File: config.mk
export PLATFORM = sky130hd
export DESIGN_NAME = bus_xfer_unit
export DESIGN_NICKNAME = d
export VERILOG_FILES = /design/src/rtl/bus_xfer_unit.sv
export SDC_FILE = /design/constraint.sdc
export NUM_CORES = 1
export LEC_CHECK = 0
export CORE_ASPECT_RATIO = 1.25
export CORE_MARGIN = 5
export CORE_UTILIZATION = 25
export DETAILED_ROUTE_END_ITERATION = 16
export DONT_BUFFER_PORTS = 1
export HOLD_SLACK_MARGIN = 0.1
export PLACE_DENSITY_LB_ADDON = 0.08
export SLEW_MARGIN = 20
export SYNTH_ARGS = -nofsm -noshare
export SYNTH_HDL_FRONTEND = slang
export SYNTH_SLANG_ARGS = --single-unit
File: constraint.sdc
create_clock -name clk -period 4.25 [get_ports clk]
set_input_delay 0.85 -clock clk [delete_from_list [all_inputs] [get_ports clk]]
set_output_delay 0.85 -clock clk [all_outputs]
set_load 0.1 [all_outputs]
File: src/rtl/bus_xfer_unit.sv
// bus_xfer_unit: common-bus transfer engine moving one register or memory source onto the bus
// and into any set of destination registers and/or memory. Optional load op: `define BUS_XFER_OP_EN.
module bus_xfer_unit #(
  parameter int DW      = 16,
  parameter int AW      = 8,
  parameter int NREG    = 6,
  parameter int MEM_LAT = 1,
  parameter int SW      = $clog2(NREG + 1)
) (
  input  logic               clk,
  input  logic               rst,
  input  logic               cmd_valid,
  output logic               cmd_ready,
  input  logic [SW-1:0]      cmd_src,
  input  logic [NREG-1:0]    cmd_dst,
  input  logic               cmd_memwr,
  input  logic [AW-1:0]      cmd_addr,
`ifdef BUS_XFER_OP_EN
  input  logic [1:0]         cmd_op,
`endif
  output logic [AW-1:0]      mem_addr,
  output logic               mem_rd,
  output logic               mem_wr,
  output logic [DW-1:0]      mem_wdata,
  input  logic [DW-1:0]      mem_rdata,
  output logic [DW-1:0]      bus,
  output logic [NREG*DW-1:0] regs,
  output logic               done,
  output logic               err
);

  // state | meaning
  // IDLE  | waiting for a command, cmd_ready high
  // RD    | memory read strobe issued at captured address
  // WAIT  | counting down remaining memory read latency
  // EXEC  | source on bus, destinations load at end of cycle
  typedef enum logic [1:0] {IDLE, RD, WAIT, EXEC} state_t;

  localparam logic [SW-1:0] SRC_MEM   = SW'(NREG);
  localparam logic [2:0]    WAIT_LOAD = 3'((MEM_LAT > 1) ? (MEM_LAT - 2) : 0);

  state_t          state_q, state_d;
  logic [SW-1:0]   src_q;
  logic [NREG-1:0] dst_q;
  logic            memwr_q;
  logic [AW-1:0]   addr_q;
  logic [2:0]      cnt_q;
  logic            err_q;
  logic [DW-1:0]   reg_q [NREG];
  logic            accept;
  logic            reject;
  logic [DW-1:0]   src_val;
  logic [DW-1:0]   load_val;
`ifdef BUS_XFER_OP_EN
  logic [1:0]      op_q;
`endif

  assign cmd_ready = (state_q == IDLE) && !rst;
  assign accept    = cmd_valid && cmd_ready;
  assign err       = err_q && !rst;

  always_comb begin
    reject = (cmd_src > SRC_MEM) || ((cmd_src == SRC_MEM) && cmd_memwr);
`ifdef BUS_XFER_OP_EN
    if (cmd_op == 2'b11) reject = 1'b1;
`endif
  end

  // Rejected commands never reach EXEC, so src_q is always a register or the memory port here.
  always_comb begin
    src_val = mem_rdata;
    for (int i = 0; i < NREG; i++) begin
      if (src_q == SW'(i)) src_val = reg_q[i];
    end
  end

  always_comb begin
    load_val = src_val;
`ifdef BUS_XFER_OP_EN
    case (op_q)
      2'b01:   load_val = src_val + DW'(1);
      2'b10:   load_val = '0;
      default: load_val = src_val;
    endcase
`endif
  end

  always_comb begin
    state_d   = state_q;
    bus       = '0;
    mem_rd    = 1'b0;
    mem_wr    = 1'b0;
    mem_wdata = '0;
    mem_addr  = '0;
    done      = 1'b0;
    case (state_q)
      IDLE: begin
        if (accept && !reject) state_d = (cmd_src == SRC_MEM) ? RD : EXEC;
      end
      RD: begin
        mem_rd   = 1'b1;
        mem_addr = addr_q;
        state_d  = (MEM_LAT == 1) ? EXEC : WAIT;
      end
      WAIT: begin
        if (cnt_q == 3'd0) state_d = EXEC;
      end
      EXEC: begin
        bus       = src_val;
        done      = 1'b1;
        mem_wr    = memwr_q;
        mem_wdata = src_val;
        mem_addr  = addr_q;
        state_d   = IDLE;
      end
      default: state_d = IDLE;
    endcase
    // Reset aborts in the same cycle: no strobes, no done.
    if (rst) begin
      state_d   = IDLE;
      bus       = '0;
      mem_rd    = 1'b0;
      mem_wr    = 1'b0;
      mem_wdata = '0;
      mem_addr  = '0;
      done      = 1'b0;
    end
  end

  always_ff @(posedge clk) begin
    if (rst) begin
      state_q <= IDLE;
      src_q   <= '0;
      dst_q   <= '0;
      memwr_q <= 1'b0;
      addr_q  <= '0;
      cnt_q   <= '0;
      err_q   <= 1'b0;
`ifdef BUS_XFER_OP_EN
      op_q    <= 2'b00;
`endif
      for (int i = 0; i < NREG; i++) reg_q[i] <= '0;
    end else begin
      state_q <= state_d;
      err_q   <= accept && reject;
      if (accept) begin
        src_q   <= cmd_src;
        dst_q   <= cmd_dst;
        memwr_q <= cmd_memwr;
        addr_q  <= cmd_addr;
`ifdef BUS_XFER_OP_EN
        op_q    <= cmd_op;
`endif
      end
      if (state_q == RD) cnt_q <= WAIT_LOAD;
      else if ((state_q == WAIT) && (cnt_q != 3'd0)) cnt_q <= cnt_q - 3'd1;
      if (state_q == EXEC) begin
        for (int i = 0; i < NREG; i++) begin
          if (dst_q[i]) reg_q[i] <= load_val;
        end
      end
    end
  end

  for (genvar g = 0; g < NREG; g++) begin : g_regs
    assign regs[g*DW +: DW] = reg_q[g];
  end

endmodule

==> flow_summary.yaml, run 1 <==
timing:
  final.hold.worst_slack_ns: 0.454
  drv_slew: 0
  timing.final.setup_violations: 0
  tightestPinTransition_ns: 1.09
  fin_skew_ns: 0.0114
  clock.fmax_mhz: 272
  setup_tns_ns: 0
  timing.max_slew.rel_slack: 0.272
  worst_slack_ns: 0.570
  setup_repair_after_global_routing_missed_its_margin: "no"
  layout_worst_path_cycle_share: 0.866
  fin_crit_ns: 3.68
  timing_hold_violations_final: 0
final_layout:
  design.final.nets: 750
  antennaDiodeCount: 0
  layout_common_cells: "sky130_fd_sc_hd__nand2_1, sky130_fd_sc_hd__nor2_1, sky130_fd_sc_hd__buf_4"
  mostFrequentLayoutCell: "sky130_fd_sc_hd__nand2_1"
  area_added_between_synthesis_and_finish_pct: 31.2
  layout.filler_cells: 2496
  layout-drive-gt1-share: 0.285
grt:
  track_usage: 0.155
  grt_first_pass_wirelength_um: 31300
  first_global_vias: 4967
  grt_overflow: 0
  grt_start_max_net_pins: 37
  antenna_found_initial: 0
synth:
  synth_top_family_by_area: "simple AND/OR/NAND/NOR gates"
  ys_dominant_reg_cell: "sky130_fd_sc_hd__edfxtp_1"
  ys_async_sr_fraction: 0
  synth_compound_area_frac: 0.0991
  synth.avg_cell_area_um2: 9.85
  synth_xor_xnor_area_share: 0.00145
  synth-seq-area-share: 0.556
  synthesized_netlist_cell_count: 614
  yosys-top-cells-area: "sky130_fd_sc_hd__edfxtp_1, sky130_fd_sc_hd__nand2_1, sky130_fd_sc_hd__nor2_1, sky130_fd_sc_hd__dfxtp_1, sky130_fd_sc_hd__mux2i_1"
  adder_and_majority_gate_portion_of_the_synthesized_area: 0.0145
  synthDominantAreaCellType: "sky130_fd_sc_hd__edfxtp_1"
  post-synth-top-area-fraction: 0.477
  synth.ff_latch_count: 120
  synth_enable_flop_cells: 96
  synth_simple_gate_area_share: 0.211
  synth.yosys.warnings: 0
  synthMuxAreaShare: 0.0625
  synth_cell_types: 39
  synth.cell_area_um2: 6050
  synthesis.nets: 658
power_and_ir_drop:
  cellInternalPower_mw: 2.58
  clockPowerShare: 0.336
  power.net_switching_mw: 1.72
  ir_drop_mv: 0.295
  seq_power_share: 0.338
  power.static_leakage_nw: 2.90
  p_comb_frac: 0.326
  power_density_nw_per_um2: 542
  switching_part_of_the_total_power: 0.401
critical_path:
  rr_worst_depth: 6
  worstPathCellList: "ha_1, nand2_2, inv_2, nand2_1, nor2_4, buf_12"
  required_time_of_the_critical_path_ns: 3.40
  cp.buffers_inverters: 2
  timing.critical_path.from_type: "register"
  setup.worst_path.end_class: "output pin"
  crit-reg2reg-capture: "reg_q[3][15]"
  cp_top_family: "buffers and inverters"
  max_stage_delay_ns: 0.54
  critPathSlowestCell: "sky130_fd_sc_hd__inv_2"
  r2r_slack_ns: 1.27
  timing.critical_path.arrival_ns: 2.83
  timing.rr.start: "state_q[0]"
  cp_max_fo: 25
  worstSetupPathType: "register to output pin"
clock_network:
  clkTransAtPathRegs_ns: 0.06
  cts_sinks: 120
  insertion_delay_ns: 0.41
  cts_htree_levels: 4
  post_cts_repair_setup_buffers: 0
  cts_root_buf: "sky130_fd_sc_hd__clkbuf_16"
  numCtsBuffers: 17
  tritoncts: "built"
  clock_path_buffers: 2
  hold_buffers: 0
  cts_resized: 0
run:
  max-cap-violations: 0
die:
  floorplan.die.width_um: 149
  dieArea_um2: 27400
  floorplan.rows: 63
  floorplan.die.height_um: 184
  top_level_ports: 178
  placeable_core_region_um2: 23800
  start_util: 0.254
run_status:
  outcome: "complete, no violations"
place:
  detailedPlacementHpwl_um: 15000
  count_of_buffers_inserted_at_the_top_level_ports: 0
  placement.setup.worst_slack_ns: 0.944
  gp_routability_congestion: 0.782
worst_hold_path:
  hold_end: "addr_q[5]"
  type_of_the_most_critical_hold_path: "register to register"
  hold-path-cell-count: 2
  worstHoldStart: "addr_q[5]"
drt:
  via_count: 4649
  average_detailed_routed_wire_length_per_instance_um: 20.3
  detail_route.iter0.violations: 144
  dr.pass1.iters: 4
  drtAntennaViolNets: 0
  drt-total-wl_um: 21200
  drc: 0
  viasPerCell: 4.45
## per-stage QoR
step | std cells | instance area (um^2) | total power, mW | utilization
final | 1044 | 7930 | 4.30 | 0.333
after global routing | 1044 | 7930 | 4.48 | 0.333
after CTS | 1044 | 7930 | 4.36 | 0.333
after detailed placement | 1012 | 7350 | 2.90 | 0.309
after global placement | 1012 | 7350 | 2.89 | 0.309
after floorplan | 614 | 6070 | 2.55 | -
## worst max-delay path by stage
stage,end,startpoint,cells after the start
after CTS,mem_wdata[0],state_q[0],6
final,mem_wdata[0],state_q[0],6
after detailed placement,mem_wdata[0],state_q[0],6
after global routing,bus[5],src_q[0],6
after global placement,mem_wdata[0],state_q[0],6
after floorplan,mem_wdata[15],reg_q[5][15],5
## registers in the layout (all words and copies together) (netlist names)
register and cells:
err_q 1, addr_q 8, reg_q 96, memwr_q 1, cnt_q 3, dst_q 6, src_q 3, state_q 2
## cell families (layout without fill, tap and decap cells)
family	Yosys count	in the layout
buf+inv	55	160
fa+ha+maj	7	7
mux	37	37
xor+xnor	1	1
simple gates	310	310
compound gates	84	84
flops	120	120
## cell type report
class	instances	area [um^2]	area share
sequential	120	3370	0.424
tap	325	407	0.0513
clock inverter	13	153	0.0192
inverter	8	30.0	0.00378
clock buffer	19	433	0.0546
multi-input combinational	439	2480	0.313
timing repair buffer	120	1060	0.134
## worst register-to-register path: stages, from the launching register on
cell,delay (ns)
sky130_fd_sc_hd__dfxtp_1,0.52
sky130_fd_sc_hd__ha_1,0.44
sky130_fd_sc_hd__nand2_2,0.27
sky130_fd_sc_hd__inv_2,0.54
sky130_fd_sc_hd__and2_1,0.75
sky130_fd_sc_hd__nand2_1,0.13
sky130_fd_sc_hd__nor2_1,0.16
## power by group through the flow
stage	logic, mW	registers (mW)	clock network, mW
finish	1.40	1.45	1.44
global route	1.49	1.47	1.53
CTS	1.42	1.46	1.48
detailed placement	1.42	1.48	0
global placement	1.41	1.48	0
floorplan	0.758	1.79	0
## per-layer routing
metal | track usage | vias up | share of wire
met2 | 0.278 | 125 | 0.51
met3 | 0.0498 | 11 | 0.065
met1 | 0.179 | 2254 | 0.41
met4 | 0.0396 | 0 | 0.0072
li1 | - | 2259 | -
met5 | 0 | - | 0
## cells in the mapped netlist, types with 7 or more instances
cell type	count
sky130_fd_sc_hd__buf_4	21
sky130_fd_sc_hd__o21ai_1	20
sky130_fd_sc_hd__buf_2	16
sky130_fd_sc_hd__nor2_1	134
sky130_fd_sc_hd__dfxtp_1	24
sky130_fd_sc_hd__nand2_1	135
sky130_fd_sc_hd__ha_1	7
sky130_fd_sc_hd__mux2i_1	31
sky130_fd_sc_hd__o22ai_1	14
sky130_fd_sc_hd__nor2b_1	17
sky130_fd_sc_hd__o21bai_1	11
sky130_fd_sc_hd__a21oi_2	14
sky130_fd_sc_hd__o21ai_0	7
sky130_fd_sc_hd__o21ai_2	10
sky130_fd_sc_hd__and2_1	8
sky130_fd_sc_hd__edfxtp_1	96
Power figures use the tool's default switching activity.
==> run 2: changes to the inputs <==
- TNS_END_PERCENT: default -> 30
==> run 2 against run 1 <==
Against the previous run:
- combinational power hardly changed
- register-to-register slack improved by 0.10 ns
- fmax grew 2.2%
- clock power about the same
- non-clock buffer count shrank 2
- largest power group is now the clock network
- worst setup slack improved by 0.079 ns
==> flow_summary.yaml, run 2 (synthesis gave the netlist of run 1 again) <==
timing:
  timing.max_slew.rel_slack: 0.264
  tightestPinTransition_ns: 1.10
  setup_repair_after_global_routing_missed_its_margin: "no"
  timing.final.setup_violations: 0
  clock.fmax_mhz: 278
  final.hold.worst_slack_ns: 0.449
  layout_worst_path_cycle_share: 0.847
  fin_skew_ns: 0.00642
  timing_hold_violations_final: 0
  fin_crit_ns: 3.60
  drv_slew: 0
critical_path:
  critPathCapture: "mem_wdata[0]"
  worstSetupPathType: "register to output pin"
  crit-reg2reg-capture: "reg_q[3][2]"
  required_time_of_the_critical_path_ns: 3.40
  worstSetupStartpoint: "state_q[0]"
  timing.critical_path.from_type: "register"
  r2r_slack_ns: 1.37
  rr_worst_depth: 6
  timing.rr.start: "state_q[0]"
  cp_max_fo: 25
  setup.worst_path.end_class: "output pin"
  timing.critical_path.arrival_ns: 2.75
die:
  floorplan.rows: 63
  start_util: 0.254
  dieArea_um2: 27400
  top_level_ports: 178
  floorplan.die.height_um: 184
  placeable_core_region_um2: 23800
  floorplan.die.width_um: 149
power_and_ir_drop:
  power_density_nw_per_um2: 544
  totalPowerFinal_mw: 4.31
  ir_drop_mv: 0.270
  power.static_leakage_nw: 2.90
place:
  count_of_buffers_inserted_at_the_top_level_ports: 0
  detailedPlacementHpwl_um: 14800
  gp_routability_congestion: 0.797
final_layout:
  postLayoutCoreUtil: 0.333
  biggestRegsByFlops: "reg_q x96, addr_q x8, dst_q x6"
  layout.filler_cells: 2496
  design.final.nets: 748
  number_of_flip_flops_in_the_largest_register: 96
  area_added_between_synthesis_and_finish_pct: 31.0
  ff_latch_area_um2: 3370
  top_register: "reg_q"
  layout-drive-gt1-share: 0.278
  multi_input_comb_area_um2: 2480
  mostFrequentLayoutCell: "sky130_fd_sc_hd__nand2_1"
  layout_common_cells: "sky130_fd_sc_hd__nand2_1, sky130_fd_sc_hd__nor2_1, sky130_fd_sc_hd__buf_4"
clock_network:
  tritoncts: "built"
  cts_htree_levels: 4
  hold_buffers: 0
  clkTransAtPathRegs_ns: 0.05
  cts_resized: 0
  cts_sinks: 120
  clock_path_buffers: 2
  post_cts_repair_setup_buffers: 0
  insertion_delay_ns: 0.41
  cts_root_buf: "sky130_fd_sc_hd__clkbuf_16"
  numCtsBuffers: 17
grt:
  antenna_found_initial: 0
  grt_overflow: 0
  grt_start_max_net_pins: 40
  track_usage: 0.155
  grt_first_pass_wirelength_um: 31200
  first_global_vias: 4885
drt:
  drt-total-wl_um: 21100
  drtAntennaViolNets: 0
  drc: 0
  via_count: 4639
  average_detailed_routed_wire_length_per_instance_um: 20.2
  viasPerCell: 4.45
  dr.pass1.iters: 4
  detail_route.iter0.violations: 200
worst_hold_path:
  type_of_the_most_critical_hold_path: "register to register"
  hold-path-cell-count: 2
run_status:
  outcome: "complete, no violations"
run:
  max-cap-violations: 0
## run 2: area by class of cell
class                      instances  share of cell area
antenna                            1            0.000316
timing repair buffer             118               0.132
clock inverter                    13              0.0202
clock buffer                      18              0.0542
inverter                           8             0.00379
tap                              325              0.0513
multi-input combinational        439               0.313
sequential                       120               0.425
## run 2: worst min path at each step
stage	from	to
after floorplan	addr_q[5]	addr_q[5]
final	addr_q[1]	addr_q[1]
after global routing	addr_q[1]	addr_q[1]
after CTS	addr_q[1]	addr_q[1]
after global placement	addr_q[1]	addr_q[1]
after detailed placement	addr_q[1]	addr_q[1]
## run 2: power by group
part	internal, mW	switching [mW]
clock	0.962	0.505
combinational	0.296	1.10
sequential	1.36	0.0875
## run 2: layer usage
layer | up-vias | track usage | share of wire | wire length [um]
li1 | 2259 | - | - | -
met1 | 2191 | 0.185 | 0.41 | 8580
met2 | 174 | 0.266 | 0.50 | 10500
met3 | 15 | 0.0533 | 0.086 | 1810
met4 | 0 | 0.0388 | 0.0096 | 202
met5 | - | 0 | 0 | 0
## run 2: worst max-delay path, cell delays in order, from the launching register on
cell and delay (ns):
sky130_fd_sc_hd__dfxtp_1 0.52, sky130_fd_sc_hd__ha_1 0.41, sky130_fd_sc_hd__nand2_2 0.27, sky130_fd_sc_hd__inv_2 0.52, sky130_fd_sc_hd__nand2_1 0.18, sky130_fd_sc_hd__nor2_4 0.16, sky130_fd_sc_hd__buf_12 0.26
## run 2: per-stage QoR
stage	cell area, um^2	setup slack [ns]	cells	TNS, ns
2_1_floorplan	6050	-0.235	614	-1.64
3_3_place_gp	7330	1.07	1010	0
3_5_place_dp	7330	1.04	1010	0
4_1_cts	7920	0.591	1041	0
5_1_grt	7920	0.473	1041	0
6_report	7930	0.648	1042	0
==> run 3: changes to the inputs <==
- clock period: 4.25 -> 3.5 ns (I/O delays scaled with it)
==> run 3 against run 2 <==
Against the previous run:
- worst setup slack worse by 0.42 ns
- cell count increased by 1.5%
- combinational power is 25% higher
- power up 24%
- register-to-register slack worse by 0.56 ns
- sequential share of layout area shrank 1.2 points
- non-clock buffer count up 16
- clock skew is 0.0016 ns higher
- via count up 0.13%
- first-iteration DRC count rose by 47%
- utilization is 0.98 points higher
- critical path depth shrank 1
- largest power group unchanged
==> flow_summary.yaml, run 3 (synthesis gave the netlist of run 1 again) <==
grt:
  grt_first_pass_wirelength_um: 30700
  grt_start_max_net_pins: 37
  antenna_found_initial: 0
  track_usage: 0.153
  first_global_vias: 4809
  grt_overflow: 0
clock_network:
  post_cts_repair_setup_buffers: 0
  tritoncts: "built"
  hold_buffers: 0
  insertion_delay_ns: 0.41
  cts_sinks: 120
  numCtsBuffers: 17
  clkTransAtPathRegs_ns: 0.06
  cts_htree_levels: 4
  clock_path_buffers: 2
  cts_root_buf: "sky130_fd_sc_hd__clkbuf_16"
run_status:
  outcome: "complete, no violations"
run:
  max-cap-violations: 0
place:
  count_of_buffers_inserted_at_the_top_level_ports: 0
  detailedPlacementHpwl_um: 14900
  gp_routability_congestion: 0.786
timing:
  timing.max_slew.rel_slack: 0.284
  setup_repair_after_global_routing_missed_its_margin: "no"
  timing_hold_violations_final: 0
  clock.fmax_mhz: 305
  final.hold.worst_slack_ns: 0.371
  fin_skew_ns: 0.00800
  layout_worst_path_cycle_share: 0.936
  fin_crit_ns: 3.27
  drv_slew: 0
  tightestPinTransition_ns: 1.07
  timing.final.setup_violations: 0
  setup_tns_ns: 0
power_and_ir_drop:
  totalPowerFinal_mw: 5.36
  power.static_leakage_nw: 3.02
  power_density_nw_per_um2: 657
  ir_drop_mv: 0.349
critical_path:
  required_time_of_the_critical_path_ns: 2.80
  timing.critical_path.from_type: "register"
  worstPathCellList: "and2b_1, o21ai_1, nand2_1, nor2_4, buf_12"
  max_stage_delay_ns: 0.75
  worstSetupPathType: "register to output pin"
  setup.worst_path.end_class: "output pin"
  critPathSlowestCell: "sky130_fd_sc_hd__and2b_1"
  timing.critical_path.arrival_ns: 2.57
  cp_max_fo: 13
final_layout:
  mostFrequentLayoutCell: "sky130_fd_sc_hd__nand2_1"
  layout-drive-gt1-share: 0.303
  area_added_between_synthesis_and_finish_pct: 34.9
  layout.filler_cells: 2481
  design.final.nets: 764
  layout_common_cells: "sky130_fd_sc_hd__nand2_1, sky130_fd_sc_hd__nor2_1, sky130_fd_sc_hd__buf_4"
  biggestRegsByFlops: "reg_q x96, addr_q x8, dst_q x6"
  top_register: "reg_q"
  antennaDiodeCount: 0
  number_of_flip_flops_in_the_largest_register: 96
die:
  top_level_ports: 178
  dieArea_um2: 27400
  placeable_core_region_um2: 23800
  floorplan.die.height_um: 184
  start_util: 0.254
  floorplan.rows: 63
  floorplan.die.width_um: 149
drt:
  drt-total-wl_um: 21000
  drc: 0
  average_detailed_routed_wire_length_per_instance_um: 19.9
  dr.pass1.iters: 6
  via_count: 4645
  detail_route.iter0.violations: 294
  viasPerCell: 4.39
  drtAntennaViolNets: 0
worst_hold_path:
  type_of_the_most_critical_hold_path: "input port to register"
-- run 3: cell count changes in the layout (fill, tap and decap cells not counted), moves of 2 or more --
cell                       previous run  this run
sky130_fd_sc_hd__inv_6                0         2
sky130_fd_sc_hd__buf_4              105       115
sky130_fd_sc_hd__clkinv_4             0         4
sky130_fd_sc_hd__clkinv_1             6         1
sky130_fd_sc_hd__buf_12              13        19
-- run 3: worst paths after layout --
path	start	end	slack, ns	cells past startpoint
worst min-delay path	rst	cnt_q[0]	0.37	1
worst min register to register	addr_q[5]	addr_q[5]	0.45	2
worst max register to register	state_q[0]	reg_q[1][0]	0.81	6
worst max-delay path	src_q[2]	bus[15]	0.23	5
-- run 3: layout make-up --
class                      instances  area [um^2]  area share
sequential                       120         3370       0.413
multi-input combinational        439         2480       0.304
timing repair buffer             134         1240       0.152
clock buffer                      17          425      0.0521
tap                              325          407      0.0498
clock inverter                    15          201      0.0247
inverter                           8         32.5     0.00399
-- run 3: critical path: cells and delay by family (launching register included) --
family	cells	cell delay, ns
simple gates	3	1.02
flops	1	0.55
compound gates	1	0.38
buf+inv	1	0.21
-- run 3: what timing repair did --
action                                  4_1_cts  5_1_grt
endpoints found under the setup margin        4        0
gates resized for setup                       1        0
hold endpoints to repair                      0        0
-- run 3: metrics by stage --
| stage | utilization | std cells | area [um^2] | setup slack, ns |
|---|---|---|---|---|
| after CTS | 0.343 | 1058 | 8160 | 0.159 |
| after detailed placement | 0.316 | 1026 | 7530 | 0.444 |
| after global routing | 0.343 | 1058 | 8160 | 0.0670 |
| after floorplan | - | 614 | 6100 | -0.444 |
| after global placement | 0.316 | 1026 | 7530 | 0.500 |
| final | 0.343 | 1058 | 8160 | 0.225 |
-- run 3: layer usage --
| layer | track usage | wire length, um | vias to the layer above |
|---|---|---|---|
| met4 | 0.0473 | 286 | 0 |
| li1 | - | - | 2290 |
| met2 | 0.265 | 10500 | 140 |
| met5 | 0 | 0 | - |
| met1 | 0.180 | 8560 | 2198 |
| met3 | 0.0496 | 1610 | 17 |
-- run 3: report_power, final --
part           internal, mW  switching, mW  leakage [nW]  total (mW)
clock                  1.19          0.671         0.301        1.87
combinational         0.392           1.36          1.52        1.75
sequential             1.65         0.0938          1.19        1.75
total                  3.24           2.12          3.02        5.36
